===== config.mk =====
export PLATFORM = sky130hd
export DESIGN_NAME = fns_serial_decoder_flat
export DESIGN_NICKNAME = d
export VERILOG_FILES = /design/src/rtl/fns_serial_decoder_pkg.sv /design/src/rtl/fns_serial_decoder_if.sv /design/src/rtl/fns_serial_decoder_weight_step.sv /design/src/rtl/fns_serial_decoder.sv /design/src/flat_wrapper.sv
export SDC_FILE = /design/constraint.sdc
export NUM_CORES = 1
export LEC_CHECK = 0
export CAP_MARGIN = 20
export CORE_UTILIZATION = 50
export DETAILED_ROUTE_END_ITERATION = 6
export GPL_TIMING_DRIVEN = 1
export PLACE_DENSITY_LB_ADDON = 0.1
export REMOVE_ABC_BUFFERS = 1
export SLEW_MARGIN = 20
export SYNTH_ARGS = -nofsm -noshare
export SYNTH_HDL_FRONTEND = slang
export SYNTH_SLANG_ARGS = --single-unit

===== constraint.sdc =====
create_clock -name clk -period 3.3 [get_ports clk]
set_input_delay 0.66 -clock clk [delete_from_list [all_inputs] [get_ports clk]]
set_output_delay 0.66 -clock clk [all_outputs]
set_load 0.01 [all_outputs]

===== src/rtl/fns_serial_decoder_pkg.sv =====
// Shared constants and FSM encoding for the FNS serial decoder (9-TSV link, 5 data + 4 redundant).
package fns_serial_decoder_pkg;
  localparam int N_TSV  = 9;
  localparam int N_DATA = 5;
  localparam int W_W    = 4;
  localparam int DATA_W = 5;
  localparam int IDX_W  = $clog2(N_TSV);
  localparam int CNT_W  = $clog2(N_DATA + 1);

  typedef enum logic [1:0] {
    S_IDLE = 2'd0,
    S_WALK = 2'd1,
    S_DONE = 2'd2
  } state_t;

  // Fibonacci seeds: the first healthy TSV gets weight a+b = 1
  localparam logic [W_W-1:0] FIB_A0 = '0;
  localparam logic [W_W-1:0] FIB_B0 = W_W'(1);
endpackage


===== src/rtl/fns_serial_decoder_if.sv =====
// Codeword-in / decoded-word-out handshake bundle for fns_serial_decoder (valid/ready on both sides).
// FNS_CAC_CHECK_EN adds the code_err result bit.
interface fns_serial_decoder_if;
  import fns_serial_decoder_pkg::*;

  logic              in_valid;
  logic              in_ready;
  logic [N_TSV-1:0]  code;
  logic [N_TSV-1:0]  f_flag;
  logic              out_valid;
  logic              out_ready;
  logic [DATA_W-1:0] data;
  logic [N_TSV-1:0]  en_flag;
  logic              short_err;
`ifdef FNS_CAC_CHECK_EN
  logic              code_err;

  modport master (
    output in_valid, code, f_flag, out_ready,
    input  in_ready, out_valid, data, en_flag, short_err, code_err
  );
  modport slave (
    input  in_valid, code, f_flag, out_ready,
    output in_ready, out_valid, data, en_flag, short_err, code_err
  );
`else
  modport master (
    output in_valid, code, f_flag, out_ready,
    input  in_ready, out_valid, data, en_flag, short_err
  );
  modport slave (
    input  in_valid, code, f_flag, out_ready,
    output in_ready, out_valid, data, en_flag, short_err
  );
`endif
endinterface


===== src/rtl/fns_serial_decoder_weight_step.sv =====
// fns_weight_step: one combinational FNS step for a single TSV; zero latency, no flow control.
// Advances the Fibonacci pair only on healthy TSVs while data weights are still owed.
module fns_weight_step
  import fns_serial_decoder_pkg::*;
(
  input  logic [W_W-1:0]   i_a,
  input  logic [W_W-1:0]   i_b,
  input  logic             i_healthy,
  input  logic             i_code,
  input  logic [CNT_W-1:0] i_cnt,
  output logic [W_W-1:0]   o_a,
  output logic [W_W-1:0]   o_b,
  output logic [W_W-1:0]   o_contrib,
  output logic             o_en
);
  logic [W_W:0]   w_sum;
  logic [W_W-1:0] w_w;

  assign w_sum = {1'b0, i_a} + {1'b0, i_b};
  assign w_w   = w_sum[W_W-1:0];

  // The pair freezes at (5,8) once all weights are issued, so the carry never sets
  always_comb assert (!w_sum[W_W]);

  assign o_en      = i_healthy && (i_cnt < CNT_W'(N_DATA));
  assign o_a       = o_en ? i_b : i_a;
  assign o_b       = o_en ? w_w : i_b;
  assign o_contrib = (o_en && i_code) ? w_w : '0;
endmodule


===== src/rtl/fns_serial_decoder.sv =====
// fns_serial_decoder: walks 9 TSVs LSB-first, one per cycle; out_valid 10 cycles after accept, held until out_ready.
// FNS_CAC_CHECK_EN adds code_err for a "11" pair across consecutive enabled TSVs.
module fns_serial_decoder
  import fns_serial_decoder_pkg::*;
(
  input  logic                 clk,
  input  logic                 rst,
  fns_serial_decoder_if.slave  bus
);
  state_t            r_state;
  state_t            w_next;
  logic [N_TSV-1:0]  r_code;
  logic [N_TSV-1:0]  r_flag;
  logic [N_TSV-1:0]  r_en;
  logic [IDX_W-1:0]  r_idx;
  logic [W_W-1:0]    r_a;
  logic [W_W-1:0]    r_b;
  logic [CNT_W-1:0]  r_cnt;
  logic [DATA_W-1:0] r_acc;

  logic              w_accept;
  logic              w_walk;
  logic              w_last;
  logic              w_bit;
  logic              w_en;
  logic [W_W-1:0]    w_a_nxt;
  logic [W_W-1:0]    w_b_nxt;
  logic [W_W-1:0]    w_contrib;

  assign w_accept = (r_state == S_IDLE) && bus.in_valid;
  assign w_walk   = (r_state == S_WALK);
  assign w_last   = (r_idx == IDX_W'(N_TSV - 1));
  assign w_bit    = r_code[r_idx];

  fns_weight_step u_step (
    .i_a       (r_a),
    .i_b       (r_b),
    .i_healthy (~r_flag[r_idx]),
    .i_code    (w_bit),
    .i_cnt     (r_cnt),
    .o_a       (w_a_nxt),
    .o_b       (w_b_nxt),
    .o_contrib (w_contrib),
    .o_en      (w_en)
  );

  always_ff @(posedge clk) begin
    if (rst) r_state <= S_IDLE;
    else     r_state <= w_next;
  end

  always_comb begin
    w_next = r_state;
    case (r_state)
      S_IDLE:  if (bus.in_valid) w_next = S_WALK;
      S_WALK:  if (w_last) w_next = S_DONE;
      S_DONE:  if (bus.out_ready) w_next = S_IDLE;
      default: w_next = S_IDLE;
    endcase
  end

  always_ff @(posedge clk) begin
    if (rst) begin
      r_code <= '0;
      r_flag <= '0;
      r_en   <= '0;
      r_idx  <= '0;
      r_a    <= '0;
      r_b    <= '0;
      r_cnt  <= '0;
      r_acc  <= '0;
    end else if (w_accept) begin
      r_code <= bus.code;
      r_flag <= bus.f_flag;
      r_en   <= '0;
      r_idx  <= '0;
      r_a    <= FIB_A0;
      r_b    <= FIB_B0;
      r_cnt  <= '0;
      r_acc  <= '0;
    end else if (w_walk) begin
      r_a          <= w_a_nxt;
      r_b          <= w_b_nxt;
      r_acc        <= r_acc + DATA_W'(w_contrib);
      r_en[r_idx]  <= w_en;
      if (w_en)    r_cnt <= r_cnt + 1'b1;
      if (!w_last) r_idx <= r_idx + 1'b1;
    end
  end

`ifdef FNS_CAC_CHECK_EN
  logic r_prev;
  logic r_cerr;

  // Faulty and redundant TSVs are transparent: only enabled bits update r_prev
  always_ff @(posedge clk) begin
    if (rst || w_accept) begin
      r_prev <= 1'b0;
      r_cerr <= 1'b0;
    end else if (w_walk && w_en) begin
      if (r_prev && w_bit) r_cerr <= 1'b1;
      r_prev <= w_bit;
    end
  end
`endif

  always_comb begin
    bus.in_ready  = 1'b0;
    bus.out_valid = 1'b0;
    bus.data      = '0;
    bus.en_flag   = '0;
    bus.short_err = 1'b0;
`ifdef FNS_CAC_CHECK_EN
    bus.code_err  = 1'b0;
`endif
    case (r_state)
      S_IDLE: bus.in_ready = 1'b1;
      S_DONE: begin
        bus.out_valid = 1'b1;
        bus.data      = r_acc;
        bus.en_flag   = r_en;
        bus.short_err = (r_cnt < CNT_W'(N_DATA));
`ifdef FNS_CAC_CHECK_EN
        bus.code_err  = r_cerr;
`endif
      end
      default: ;
    endcase
  end
endmodule


===== src/flat_wrapper.sv =====
// flat-port wrapper written by rule: the top's interface ports become plain ports
module fns_serial_decoder_flat import fns_serial_decoder_pkg::*;
  (clk, rst, bus_in_valid, bus_code, bus_f_flag, bus_out_ready, bus_in_ready, bus_out_valid, bus_data, bus_en_flag, bus_short_err);
  fns_serial_decoder_if bus_i ();
  input  logic clk;
  input  logic rst;
  input wire logic [$bits(bus_i.in_valid)-1:0] bus_in_valid;
  input wire logic [$bits(bus_i.code)-1:0] bus_code;
  input wire logic [$bits(bus_i.f_flag)-1:0] bus_f_flag;
  input wire logic [$bits(bus_i.out_ready)-1:0] bus_out_ready;
  output wire logic [$bits(bus_i.in_ready)-1:0] bus_in_ready;
  output wire logic [$bits(bus_i.out_valid)-1:0] bus_out_valid;
  output wire logic [$bits(bus_i.data)-1:0] bus_data;
  output wire logic [$bits(bus_i.en_flag)-1:0] bus_en_flag;
  output wire logic [$bits(bus_i.short_err)-1:0] bus_short_err;
  assign bus_i.in_valid = bus_in_valid;
  assign bus_i.code = bus_code;
  assign bus_i.f_flag = bus_f_flag;
  assign bus_i.out_ready = bus_out_ready;
  assign bus_in_ready = bus_i.in_ready;
  assign bus_out_valid = bus_i.out_valid;
  assign bus_data = bus_i.data;
  assign bus_en_flag = bus_i.en_flag;
  assign bus_short_err = bus_i.short_err;
  fns_serial_decoder u_core (.clk(clk), .rst(rst), .bus(bus_i));
endmodule

; Yosys cells after proc, flatten, opt, wreduce, memory -nomap -nowiden
; Cells that the tools add are included.
; W data, S select, Z words.
[totals]
input_bits = 22
register_bits = 49
[op_classes]
magnitude_cmp = 3
n_eq_ne = 6
reduce_logical = 12
add_sub_neg = 4
bitwise_logic = 2
muxes = 20
[ops]
columns = operator, count
row1 = $bwmux W9, 1
row2 = $mux W1, 9
row3 = $mux W9, 1
row4 = $bmux W1 S4, 2
row5 = $mux W2, 3
row6 = $ne A2 B2 Y1 const B, 3
row7 = $pmux W2 S3, 1
row8 = $reduce_and A2 Y1, 3
row9 = $add A5 B4 Y5, 1
row10 = $lt A4 B5 Y1 const B, 1
row11 = $mux W5, 1
row12 = $add A4 B1 Y4 const B, 1
row13 = $add A4 B4 Y4, 1
row14 = $demux W1 S4, 1
row15 = $eq A4 B4 Y1 const B, 1
row16 = $ge A4 B1 Y1 const B, 1
row17 = $logic_and A1 B1 Y1, 4
row18 = $mux W4, 1
row19 = $reduce_bool A2 Y1, 2
row20 = $add A3 B1 Y3 const B, 1
row21 = $lt A3 B3 Y1 const B, 1
row22 = $reduce_and A3 Y1, 1
row23 = $eq A2 B1 Y1 const B, 1
row24 = $eq A2 B2 Y1 const B, 1
row25 = other kinds (3), 4

; Logic depth before layout (Yosys ltp)
[depth]
ltp_word = 7
mapped_depth = 12
depth_no_buf = 10

; Modules after synthesis
; A second synthesis with hierarchy kept.
[hier_totals]
cells_unflattened = 322
area_unflattened_um2 = 2521.2
[modules_own_cells]
columns = module, seq_area_each_um2, cells_per_inst, instances, area_each_um2
row1 = fns_serial_decoder, 980.9, 281, 1, 2249.7
row2 = fns_weight_step, 0.0, 41, 1, 271.5

; Worst setup path after synthesis
; No wires, ideal clock.
[synth_path]
path_kind = register -> register
start = reg u_core.r_idx[0]
end = reg u_core.r_acc[4]
arrival_ns = 2.495
path_buffers = 1
stages_incl_launch_ff = 12
setup_slack_ns = 0.684
cell_sequence = dfxtp_1 -> buf_4 -> mux4_1 -> a21oi_1 -> a21oi_1 -> and3_1 -> ha_1 -> fa_1 -> a21o_1 -> a21oi_1 -> or3_1 -> a21oi_1
[synth_between]
elab_chain_len = 7
[synth_rtl]
columns = item, line
row1 = "start, declared", fns_serial_decoder.sv:15  ; logic [IDX_W-1:0] r_idx;
row2 = "start signal, assigned", fns_serial_decoder.sv:87  ; if (!w_last) r_idx <= r_idx + 1'b1;
row3 = $bmux W1 S4, fns_serial_decoder.sv:38  ; .i_healthy (~r_flag[r_idx]),
row4 = $mux W1 (implied by the code), fns_serial_decoder.sv:38
row5 = $not A1 Y1, fns_serial_decoder.sv:38
row6 = $logic_and A1 B1 Y1, fns_serial_decoder_weight_step.sv:25  ; assign o_en = i_healthy && (i_cnt < CNT_W'(N_DATA));
row7 = $logic_and A1 B1 Y1 (*), fns_serial_decoder_weight_step.sv:28  ; assign o_contrib = (o_en && i_code) ? w_w : '0;
row8 = $mux W4 (*), fns_serial_decoder_weight_step.sv:28
row9 = $add A5 B4 Y5 (*), fns_serial_decoder.sv:84  ; r_acc <= r_acc + DATA_W'(w_contrib);
row10 = "end signal, assigned", fns_serial_decoder.sv:84
row11 = "end, declared", fns_serial_decoder.sv:19  ; logic [DATA_W-1:0] r_acc;
; Mark *: on every way between the ends. The rest lies on a longest branch, timed or not. The select of a mux whose other input is x is not followed.
; A chain may end at the register's enable or synchronous reset.

; Final worst setup path
[layout_path]
start = reg u_core.r_idx[2]
end = reg u_core.r_acc[4]
; The elaborated chain is that of the path after synthesis.

==> summary.md <==
| Metric | Value |
|---|---|
| Final Hold Fails | `0` |
| CP most frequent cell | `a21oi_1` |
| Worst Path Required | `approximately 3500 ps` |
| Seq/Total Area, Yosys | `39.7%` |
| Initial antenna violation count | `0` |
| Nets | `around 360` |
| Post-Synth Adder-Cell Area | `between 7 and 8%` |
| Post-cts sizing count | `0` |
| CTS Buf Count | `5` |
| Design Area, Final | `a little under 3000 um^2` |
| First-pass GRT wire length | `8900 um` |
| Status | `finished clean` |
| Leakage power | `between 1 and 1.5 nW` |
| Most common cell after layout, fill and taps aside | `nand2_1` |
| Worst-margin pin slew | `698 ps` |
| Overflow after GRT | `0` |
| Clock Sinks | `49` |
| Critical path's largest stage delay | `580 ps` |
| Post-synthesis xor/xnor area fraction | `2.48%` |
| Yosys warns | `0` |
| Layout Area Growth over Synthesis | `20.1%` |
| Syn avg cell area | `approximately 8.4 um^2` |
| Wire length per cell | `about 13 um` |
| Peak supply drop | `slightly below 0.0002 V` |
| GP Congestion | `a little over 0.8` |
| Top post-synthesis cells by area | `dfxtp_1, nand2_1, a21oi_1` |
| Dominant cell type by area after synthesis | `dfxtp_1` |
| Setup-failing EPs final | `0` |
| RSZ-0062 raised after global routing | `false` |
| Slew HR | `between 50% and 60%` |
| Post-synthesis mux area share | `under 10%` |
| Pre-CTS WS | `about 370 ps` |
| Worst Slack Setup Final | `330 ps` |
| Initial core utilization | `between 50% and 60%` |
| I/O pin cnt | `39` |
| Mapped Area | `approximately 2500 um^2` |
| Fin crit period | `about 3000 ps` |
| Detail Route Antenna Nets | `0` |
| Most frequent cells in the layout | `nand2_1, dfxtp_1, a21oi_1, clkdlybuf4s50_1, nor2_1` |
| Maxcap violations | `0` |
| Chip width | `roughly 72 um` |
| Setup crit end kind | `flop` |
| FILL cells | `about 470` |
| Clock Latency Late Sink | `300 ps` |
| Placement Cell Area | `2890 um^2` |
| Worst Path Arrival | `3150 ps` |
| Max Slew Vio Count | `0` |
| Root Driver | `clkbuf_8` |
| Simple-gate share of the synthesized area | `a little under a quarter` |
| Total Routing Usage GR | `21.6%` |
| Max frequency | `about 340 MHz` |
| Die height | `approximately 72 um` |
| CTS max path bufs | `2` |
| Number of synthesized register bits | `49` |
| Vias in the first global route | `between 1500 and 2000` |
| Worst min-delay path category | `reg -> reg` |
| Core Area | `approximately 4800 um^2` |
| # hold bufs at CTS | `0` |
| Setup_tns | `0 ps` |
| Crit Path Max Fanout | `13` |
| Drt pass-1 iters | `4` |
| Layout cells sized above 1 | `under 10%` |
| PortBufs | `38` |
| Via count | `2071` |
| Hold Slack | `between 400 and 500 ps` |
| Synth cell types | `40` |
| Post-CTS Setup Bufs | `0` |
| Largest net degree at the start of global routing | `27` |
| Main combinational cell family by area after synthesis | `simple AND/OR/NAND/NOR gates` |
| Residual DRC | `0` |
| Kind of critical path | `reg -> reg` |
| PwrDens | `around 380 nW/um^2` |
| Buf+Inv Stages, Crit Path | `0` |
| Synth Instances | `~300` |
| # diodes | `0` |
| CP cell instances | `nor2b_1 -> a2111oi_2 -> a22o_2 -> and3_1 -> ha_1 -> fa_1 -> a21o_1 -> a21oi_1 -> or3_1 -> a21oi_1` |
| Reg clk slew, reported paths | `90 ps` |
| Post-Route Skew | `roughly 6.5 ps` |
| CTS tree | `built` |
| Synth top area share | `between 30% and 40%` |
| Tcrit/Tclk final | `90.0%` |
| Vias per cell | `around 5.2` |
| Synth Area in Compound Gates | `between 10 and 15%` |
| H-tree depth | `2` |
| Die area | `between 5000 and 6000 um^2` |
| Final HPWL DP | `around 3700 um` |
| Core Util, Final | `between 60% and 70%` |
| Routed wire length | `5180 um` |
| Family with the most delay on the worst path | `compound AO/OA/AOI/OAI gates` |
| Critical Path Start Type | `flop` |
| First DRT Iteration DRCs | `107` |
| Cell Rows | `25` |
| Critical-path top delay cell | `dfxtp_1` |
-- worst reg2reg max path, stage by stage, from the launching register on --
cell	delay [ps]
dfxtp_1	580
nor2b_1	470
a2111oi_2	160
a22o_2	310
and3_1	190
ha_1	210
fa_1	400
a21o_1	190
a21oi_1	150
or3_1	120
a21oi_1	60
-- area by class of cell --
class	count	area [um^2]	area share, %
Multi-Input combinational cell	223	1390	46.6
Sequential cell	49	981	33.0
Timing Repair Buffer	44	425	14.3
Tap cell	67	83.8	2.82
Clock buffer	8	80.1	2.70
Inverter	4	15.0	0.505
-- sequential cells by signal, indices dropped and copies added (netlist names) --
name,cells
u_core.r_code,9
u_core.r_en,9
u_core.r_flag,9
u_core.r_acc,5
u_core.r_a,4
u_core.r_b,4
u_core.r_idx,4
u_core.r_cnt,3
u_core.r_state,2
-- power by group --
group	switching (mW)	internal (mW)
combinational	0.0823	0.0676
sequential	0.0175	0.613
clock	0.188	0.151
-- synthesized netlist by cell type --
cell / n
nor4b_1: 1
and2_1: 14
a31oi_1: 4
nor2b_2: 1
nand2b_1: 2
clkbuf_1: 11
buf_6: 3
or3_1: 2
nand3_1: 10
a211oi_1: 2
nand4_1: 4
inv_1: 4
o21ai_0: 7
nand2_1: 57
mux4_1: 2
nor4bb_1: 1
o211ai_1: 1
a21oi_1: 38
a22oi_2: 1
ha_1: 12
o22ai_1: 1
buf_2: 3
nor2b_1: 4
nand3b_1: 1
a31o_2: 1
and3_1: 2
or2_2: 1
fa_1: 2
xnor2_1: 7
mux2i_1: 10
buf_4: 1
dfxtp_1: 49
nor3b_1: 2
nor2_1: 23
mux2_2: 3
nor3_1: 1
a22o_2: 1
a2111oi_2: 1
o21a_1: 1
a21o_1: 3
-- layer usage --
layer | track usage (%) | share of wire [%] | up-vias
met5 | 0 | 0 | -
met4 | 7.63 | 1.1 | 0
met3 | 3.19 | 3.6 | 8
met2 | 36.6 | 46 | 38
met1 | 28.2 | 49 | 957
li1 | - | - | 1068
-- metrics by stage --
| stage | power (mW) | std cells |
|---|---|---|
| floorplan | 0.725 | 276 |
| global placement | 0.791 | 387 |
| detailed placement | 0.794 | 387 |
| CTS | 1.13 | 395 |
| global route | 1.18 | 395 |
| finish | 1.12 | 395 |
-- logic make-up after synthesis --
kind of cell	after synthesis
simple gates	126
compound gates	61
flops	49
buf+inv	22
mux	15
fa+ha+maj	14
xor+xnor	7
-- worst paths after layout --
check | startpoint | endpoint | slack (ps) | cells after the start
hold / removal | u_core.r_flag[6] | u_core.r_flag[6] | 460 | 2
setup reg to reg | u_core.r_idx[2] | u_core.r_acc[4] | 330 | 10
hold reg to reg | u_core.r_flag[6] | u_core.r_flag[6] | 460 | 2
setup / recovery | u_core.r_idx[2] | u_core.r_acc[4] | 330 | 10
No activity file was read; power rests on OpenSTA's default activity.
